**src/rtl/cdl_crc_pkg.sv**
```systemverilog
// Shared CRC-16 definitions for the CDL transmit and receive paths.
package cdl_crc_pkg;

   typedef enum logic [1:0] {
      ST_IDLE    = 2'd0,
      ST_PAYLOAD = 2'd1,
      ST_CRC     = 2'd2
   } cdl_state_t;

   localparam logic [15:0] CRC16_POLY = 16'h8005;
   localparam logic [15:0] CRC16_INIT = 16'hFFFF;
   localparam int          CRC16_LEN  = 16;

endpackage

```
**src/rtl/cdl_crc16_step.sv**
```systemverilog
// One-bit CRC-16 update, purely combinational so TX and RX share it.
module cdl_crc16_step
   import cdl_crc_pkg::*;
(
   input  logic [15:0] i_crc,
   input  logic        i_bit,
   output logic [15:0] o_crc
);

   logic w_fb;

   assign w_fb  = i_crc[15] ^ i_bit;
   assign o_crc = {i_crc[14:0], 1'b0} ^ (w_fb ? CRC16_POLY : 16'h0000);

endmodule

```
**src/rtl/cdl_tx_crc16.sv**
```systemverilog
// Serial CRC-16 generator: passes payload bits through, then emits the inverted CRC MSB-first.
module cdl_tx_crc16
   import cdl_crc_pkg::*;
(
   input  logic        clk,
   input  logic        n_rst,
   input  logic        start,
   input  logic        shift_strobe,
   input  logic        data_bit,
   input  logic        data_last,
   input  logic        abort,
   output logic        tx_bit,
   output logic        tx_active,
   output logic        data_req,
   output logic        crc_done,
   output logic [15:0] crc_value
);

   cdl_state_t  r_state;
   cdl_state_t  w_nextState;
   logic [15:0] r_crc;
   logic [15:0] w_crcStep;
   logic [3:0]  r_cnt;
   logic        r_txBit;
   logic        r_crcDone;
   logic        w_lastCrcBit;

   cdl_crc16_step u_step (
      .i_crc (r_crc),
      .i_bit (data_bit),
      .o_crc (w_crcStep)
   );

   assign w_lastCrcBit = (r_state == ST_CRC) && shift_strobe &&
                         (r_cnt == 4'(CRC16_LEN - 1));

   always_ff @(posedge clk or negedge n_rst) begin
      if (!n_rst) begin
         r_state <= ST_IDLE;
      end else begin
         r_state <= w_nextState;
      end
   end

   // Abort outranks everything, including a start or strobe in the same cycle.
   always_comb begin
      w_nextState = r_state;
      if (abort) begin
         w_nextState = ST_IDLE;
      end else begin
         case (r_state)
            ST_IDLE:    if (start) w_nextState = ST_PAYLOAD;
            ST_PAYLOAD: if (shift_strobe && data_last) w_nextState = ST_CRC;
            ST_CRC:     if (w_lastCrcBit) w_nextState = ST_IDLE;
            default:    w_nextState = ST_IDLE;
         endcase
      end
   end

   always_ff @(posedge clk or negedge n_rst) begin
      if (!n_rst) begin
         r_crc     <= CRC16_INIT;
         r_cnt     <= 4'd0;
         r_txBit   <= 1'b1;
         r_crcDone <= 1'b0;
      end else begin
         r_crcDone <= 1'b0;
         if (abort) begin
            r_txBit <= 1'b1;
            r_cnt   <= 4'd0;
         end else begin
            case (r_state)
               ST_IDLE: begin
                  r_txBit <= 1'b1;
                  if (start) begin
                     r_crc <= CRC16_INIT;
                  end
               end
               ST_PAYLOAD: begin
                  if (shift_strobe) begin
                     r_txBit <= data_bit;
                     r_crc   <= w_crcStep;
                     if (data_last) begin
                        r_cnt <= 4'd0;
                     end
                  end
               end
               // Shifting ones in leaves the register at CRC16_INIT once all bits are out.
               ST_CRC: begin
                  if (shift_strobe) begin
                     r_txBit   <= ~r_crc[15];
                     r_crc     <= {r_crc[14:0], 1'b1};
                     r_cnt     <= r_cnt + 4'd1;
                     r_crcDone <= w_lastCrcBit;
                  end
               end
               default: r_txBit <= 1'b1;
            endcase
         end
      end
   end

   assign tx_bit    = r_txBit;
   assign crc_done  = r_crcDone;
   assign crc_value = r_crc;
   assign tx_active = (r_state == ST_PAYLOAD) || (r_state == ST_CRC);
   assign data_req  = (r_state == ST_PAYLOAD);

endmodule
```
**config.mk**
```make
export PLATFORM = sky130hd
export DESIGN_NAME = cdl_tx_crc16
export DESIGN_NICKNAME = d
export VERILOG_FILES = /design/src/rtl/cdl_crc_pkg.sv /design/src/rtl/cdl_crc16_step.sv /design/src/rtl/cdl_tx_crc16.sv
export SDC_FILE = /design/constraint.sdc
export NUM_CORES = 1
export LEC_CHECK = 0
export CORE_MARGIN = 2
export CORE_UTILIZATION = 41
export DETAILED_ROUTE_END_ITERATION = 12
export GPL_TIMING_DRIVEN = 0
export MAX_ROUTING_LAYER = met4
export PLACE_DENSITY_LB_ADDON = 0.2
export SKIP_LAST_GASP = 1
export SYNTH_ARGS = -nofsm -noshare
export SYNTH_HDL_FRONTEND = slang
export SYNTH_SLANG_ARGS = --single-unit
```
**constraint.sdc**
```tcl
create_clock -name clk -period 1.6 [get_ports clk]
set_input_delay 0.32 -clock clk [delete_from_list [all_inputs] [get_ports clk]]
set_output_delay 0.32 -clock clk [all_outputs]
set_load 0.02 [all_outputs]
```
==> results of run 1 <==
[metrics by stage]
step / power [µW] / TNS (ns)
finish: 3570 / -0.0135
global route: 3810 / -0.453
CTS: 3390 / -2.64
detailed placement: 2880 / -5.52
global placement: 2840 / -4.11
floorplan: 2240 / -0.0466
[kinds of logic after synthesis]
group | synth area share
compound gates | 0.239
simple gates | 0.0985
buf+inv | 0.0709
flops | 0.458
fa+ha+maj | 0.0552
mux | 0.0387
xor+xnor | 0.0396
[worst max-delay path: stages, from the launching register on]
cell and delay [ns]:
dfrtp_1 0.44, buf_4 0.17, ha_4 0.19, clkbuf_4 0.20, a2111oi_4 0.32, mux2i_1 0.23
[flip-flops by register name (all words and copies together), names as in the netlist]
signal     count
crc_value     16
r_cnt          4
r_state        2
crc_done       1
tx_bit         1
[power by group]
group	switching, µW	internal, µW	leakage (µW)
combinational	1040	1020	0.000584
clock	199	191	0.0000261
sequential	173	953	0.000276
total	1410	2170	0.000886
[cell usage in the layout, fill, tap and decap left out, types with 2 or more instances in the layout]
master           netlist  routed
buf_4                  1       7
clkbuf_4               0       4
dfrtp_1                7       7
inv_2                  0       2
nand3_1                3       2
o21ai_0                4       3
nand2_1                7       7
buf_2                  2       3
ha_4                   0       4
clkbuf_16              0       2
mux2_4                 0       2
dfstp_2               17      17
xnor3_1                2       2
a21oi_1               17      16
o211ai_1               2       2
o2111ai_1              2       2
nor2_4                 0       2
nand2b_1               4       4
clkdlybuf4s50_1        0       6
mux2i_1                3       2
clkdlybuf4s15_1        0       3
buf_6                  0       4
inv_1                 18      16
dlygate4sd2_1          0      12
nor3_1                 3       3
ha_1                   6       2
o22a_1                13      13
clkbuf_2               0       3
[area by class of cell]
class                           count  area (µm²)
Timing Repair Buffer               36         334
Fill cell                         276        1140
Multi-Input combinational cell     85         785
Tap cell                           44        55.1
Clock buffer                        4        47.5
Sequential cell                    24         622
Buffer                              6        48.8
Inverter                           18        67.6
[what timing repair did]
| action | in CTS | in global routing |
|---|---|---|
| endpoints found under the setup margin | 38 | 30 |
| pin swaps | 5 | 5 |
| gates resized for setup | 42 | 36 |
| gates cloned | 0 | 1 |
| setup buffers | 9 | 1 |
[layer usage]
metal  vias up  routed length, µm  GRT usage
met5         -                  0          -
met4         0                 51     0.0790
met3         6                195     0.0210
met2        44               1750      0.334
met1       593               1590      0.288
li1        562                  -          -
[how the worst min path moves through the flow]
stage	endpoint	depth (start not counted)	slack, ns
after floorplan	crc_done	0	0.02
after global placement	crc_value[0]	2	0.48
after detailed placement	crc_value[0]	2	0.49
after CTS	crc_value[0]	2	0.51
after global routing	crc_value[0]	2	0.53
final	crc_value[0]	2	0.51
==> impl_metrics.yaml, run 1 <==
floorplan:
  initial_core_util: 0.438
  die_area_mm2: 0.00379
  core-area_mm2: 0.00310
  die_h_um: 61.6
  io_pins: 27
  rows: 20
  die-width_um: 61.6
finish:
  area_growth_pct: 44.2
  drive_above_1_share: 0.347
  fin_cells: 217
  fin_util: 0.631
  final_area_mm2: 0.00196
  nNetsFinal: 187
  antenna_cells: 0
yosys:
  ys.flop_type: "dfstp_2"
  yosys.area.top_type: "dfstp_2"
  postSynthCellCount: 133
  syn_area_mm2: 0.00136
  synthDistinctLibCells: 35
  synth_most_common_cell: "inv_1"
  synth_edf_count: 0
  yosys-top-cells-count: "inv_1, a21oi_1, dfstp_2"
  synth_top_cell_area_share: 0.329
  syn_nets: 146
  avgSynthCellArea_um2: 10.2
  seq_area_frac_synth: 0.458
  synth_seq_cells: 24
  synthTopCellsByArea: "dfstp_2, dfrtp_1, o22a_1"
  async_flop_share: 1.00
  ys_warn_count: 0
setup_path:
  regToRegEndpoint: "r_state[0]"
  r2r_setup_slack_ns: -0.01
  rr_startpoint: "r_state[1]"
  crit_required_ns: 1.86
  crit_type: "flop to flop"
  crit_fanout: 10
  rr_worst_depth: 5
  endpoint_kind: "flop"
  setup.worst_path.end: "r_state[0]"
  arrival_ns: 1.87
  crit_start: "r_state[1]"
  start_kind: "flop"
clocking:
  ctsHoldBuffers: 0
  cts_num_sinks: 24
  htree_num_levels: 1
  path_clk_slew_ns: 0.14
  root_buffer: "clkbuf_4"
  cts_buffer_depth: 2
  cts_tree: "yes"
  cts_buffers: 3
  clock_latency_ns: 0.32
global_route:
  grt_overflow_total: 0
  grt_antenna_before_repair: 0
  grtUsageTotal: 0.214
  grt_max_degree: 25
  grt_pass1_vias: 1218
  grt_pass1_wl_um: 5820
sta:
  setup_slack_ns: -0.0106
  slew_headroom: 0.309
  finalHoldViolations: 0
  finalSetupViolCount: 2
  slew_violations: 0
  worst_slew_pin_slew_ns: 1.03
  rsz0062_at_grt: "true"
  max_freq_mhz: 621
  finalClockSkew_ns: 0.00185
  min_period_over_period: 1.01
  finalCriticalPeriod_ns: 1.61
  fin_hold_ws_ns: 0.506
drt:
  via_count: 1205
  drt-total-wl_um: 3580
  vias_per_cell: 5.55
  firstDrtPassIters: 4
  drtIter0Drc: 41
  wl_per_cell_um: 16.5
  final_antenna_net_count: 0
  drc_errors: 0
hold_path:
  hold_start: "crc_value[0]"
  hold_class: "flop to flop"
flow_run:
  cap_viol_max_count: 0
placement:
  placed_cells: 203
  port_buffers: 26
  place_area_mm2: 0.00168
  dp_worst_setup_slack_ns: -0.375
  gp_congestion: 0.873
  dpl.hpwl_um: 2230
pwr:
  p_per_area_mw_per_mm2: 1820
  ir_drop_mv: 0.927
  p_leak_uw: 0.000886
outcome:
  violations: "setup timing"
  status: "finished with violations"
(Power assumes the default switching activity.)
==> inputs of run 2 (changes only) <==
--- a/config.mk
+++ b/config.mk
@@ -14,4 +14,5 @@
 export SKIP_LAST_GASP = 1
 export SYNTH_ARGS = -nofsm -noshare
 export SYNTH_HDL_FRONTEND = slang
+export SYNTH_HIERARCHICAL = 1
 export SYNTH_SLANG_ARGS = --single-unit
==> run 2 against run 1 <==
Net effect: worst setup slack worse by 0.036 ns; largest power group unchanged; largest cell class unchanged; the flow still finishes with violations (setup timing); synthesized cell count is 9.0% higher; via count is 2.7% lower.
==> impl_metrics.yaml, run 2 <==
yosys:
  synth_seq_cells: 24
  syn_area_mm2: 0.00146
  avgSynthCellArea_um2: 10.1
  synthDistinctLibCells: 31
  synth_edf_count: 0
  ys.flop_type: "dfstp_2"
  yosys-top-cells-count: "a21o_1, a21oi_1, dfstp_2"
  postSynthCellCount: 145
  synthTopCellsByArea: "dfstp_2, dfrtp_1, a21o_1"
  seq_area_frac_synth: 0.426
  syn_nets: 158
  yosys.area.top_type: "dfstp_2"
  ys_warn_count: 6
  async_flop_share: 1.00
  synth_top_cell_area_share: 0.306
finish:
  nNetsFinal: 192
  fin_util: 0.582
  antenna_cells: 0
  nFillCells: 305
  final_cell_mix: "buf_4, a21o_1, dfstp_2"
  area_growth_pct: 35.1
  final_common_cell: "buf_4"
  final_area_mm2: 0.00197
  drive_above_1_share: 0.393
  largest_reg_flops: 16
clocking:
  cts_tree: "yes"
  htree_num_levels: 1
  root_buffer: "clkbuf_4"
  path_clk_slew_ns: 0.13
  cts_num_sinks: 24
  clock_latency_ns: 0.31
  cts_buffers: 3
  cts_buffer_depth: 2
  ctsHoldBuffers: 0
floorplan:
  die_area_mm2: 0.00405
  core-area_mm2: 0.00339
  die-width_um: 63.7
  die_h_um: 63.7
  rows: 21
  initial_core_util: 0.431
  io_pins: 27
global_route:
  grt_antenna_before_repair: 0
  grt_pass1_wl_um: 5220
  grtUsageTotal: 0.167
  grt_pass1_vias: 1163
  grt_overflow_total: 0
  grt_max_degree: 25
drt:
  drt-total-wl_um: 3150
  vias_per_cell: 5.24
  firstDrtPassIters: 4
  drtIter0Drc: 47
  wl_per_cell_um: 14.1
  final_antenna_net_count: 0
  drc_errors: 0
  via_count: 1173
setup_path:
  crit_required_ns: 1.86
  crit_type: "flop to flop"
  arrival_ns: 1.91
  endpoint_kind: "flop"
  start_kind: "flop"
  crit_fanout: 5
sta:
  finalClockSkew_ns: 0.00753
  max_freq_mhz: 607
  slew_headroom: 0.287
  min_period_over_period: 1.03
  setup_slack_ns: -0.0468
  finalHoldViolations: 0
  worst_slew_pin_slew_ns: 1.07
  slew_violations: 0
  finalSetupViolCount: 1
  finalCriticalPeriod_ns: 1.65
  rsz0062_at_grt: "true"
placement:
  gp_congestion: 0.800
  dpl.hpwl_um: 2130
  port_buffers: 26
  place_area_mm2: 0.00178
outcome:
  status: "finished with violations"
  violations: "setup timing"
pwr:
  ir_drop_mv: 0.859
  p_per_area_mw_per_mm2: 1690
  p_leak_uw: 0.000904
hold_path:
  hold_class: "input port to flop"
flow_run:
  cap_viol_max_count: 0
## run 2: cell count changes after synthesis, sizes merged, moves of 2 or more
| cell | previous run | this run |
|---|---|---|
| a21o | 0 | 17 |
| a22oi | 0 | 15 |
| a31oi | 0 | 2 |
| buf | 3 | 19 |
| inv | 18 | 5 |
| mux2i | 3 | 1 |
| nor3 | 3 | 0 |
| o22a | 13 | 0 |
| xnor3 | 2 | 0 |
| xor3 | 0 | 2 |
## run 2: final cells by class
cell class              instances  area (µm²)  share of cell area
multi-input cells              93         783               0.397
flip-flops and latches         24         622               0.315
repair buffers                 29         270               0.137
plain buffers                  23         185              0.0938
well taps                      46        57.6              0.0292
clock buffers                   4        36.3              0.0184
inverters                       5        18.8             0.00951
## run 2: routing by layer
layer	GRT usage	vias to the layer above	wire, µm
met2	0.259	17	1460
met1	0.227	578	1590
li1	-	576	-
met5	-	-	0
met4	0.0489	0	13
met3	0.0268	2	86
## run 2: worst max-delay path: stages, from the launching register on
cell	delay, ns
dfrtp_1	0.43
buf_6	0.14
ha_4	0.18
mux2_4	0.22
a21oi_4	0.07
or4b_1	0.47
nand3_1	0.07
## run 2: path summary, 6_finish.rpt
kind                                    from           end  slack [ns]  cells after the start
worst max-delay path              r_state[0]      r_cnt[2]       -0.05                      6
worst min-delay path            shift_strobe    r_state[1]        0.45                      3
worst max register to register    r_state[0]      r_cnt[2]       -0.05                      6
worst min register to register  crc_value[2]  crc_value[2]        0.54                      1
max in group asynchronous              n_rst      r_cnt[0]        0.40                      1
min in group asynchronous              n_rst      r_cnt[2]        0.57                      1
## run 2: power by group
part	leakage, µW	internal [µW]	switching, µW
Clock	0.0000210	139	187
Sequential	0.000275	979	247
Combinational	0.000608	946	844
Total	0.000904	2060	1280
## run 2: cell families (layout without fill, tap and decap cells)
logic type      count (synthesis)  after routing  synth area share
compound gates                 60             60             0.279
xor+xnor                        3              3            0.0386
flops                          24             24             0.426
fa+ha+maj                       6              6            0.0514
buf+inv                        28             61             0.112
simple gates                   22             22            0.0780
mux                             2              2            0.0146
## run 2: timing repair
action / in CTS / in global routing
setup endpoints to repair: 40 / 39
setup buffers: 2 / 1
pin swaps: 2 / 5
gates resized for setup: 39 / 43
## run 2: through the flow
step / power [µW] / setup slack (ns) / TNS, ns / hold slack, ns / cells
global route: 3580 / -0.0965 / -0.373 / 0.487 / 224
floorplan: 2340 / 0.00289 / 0 / 0.0244 / 145
detailed placement: 2970 / -0.326 / -6.03 / 0.519 / 217
CTS: 3210 / -0.162 / -0.326 / 0.538 / 223
global placement: 2940 / -0.313 / -5.55 / 0.491 / 217
finish: 3340 / -0.0468 / -0.0468 / 0.452 / 224
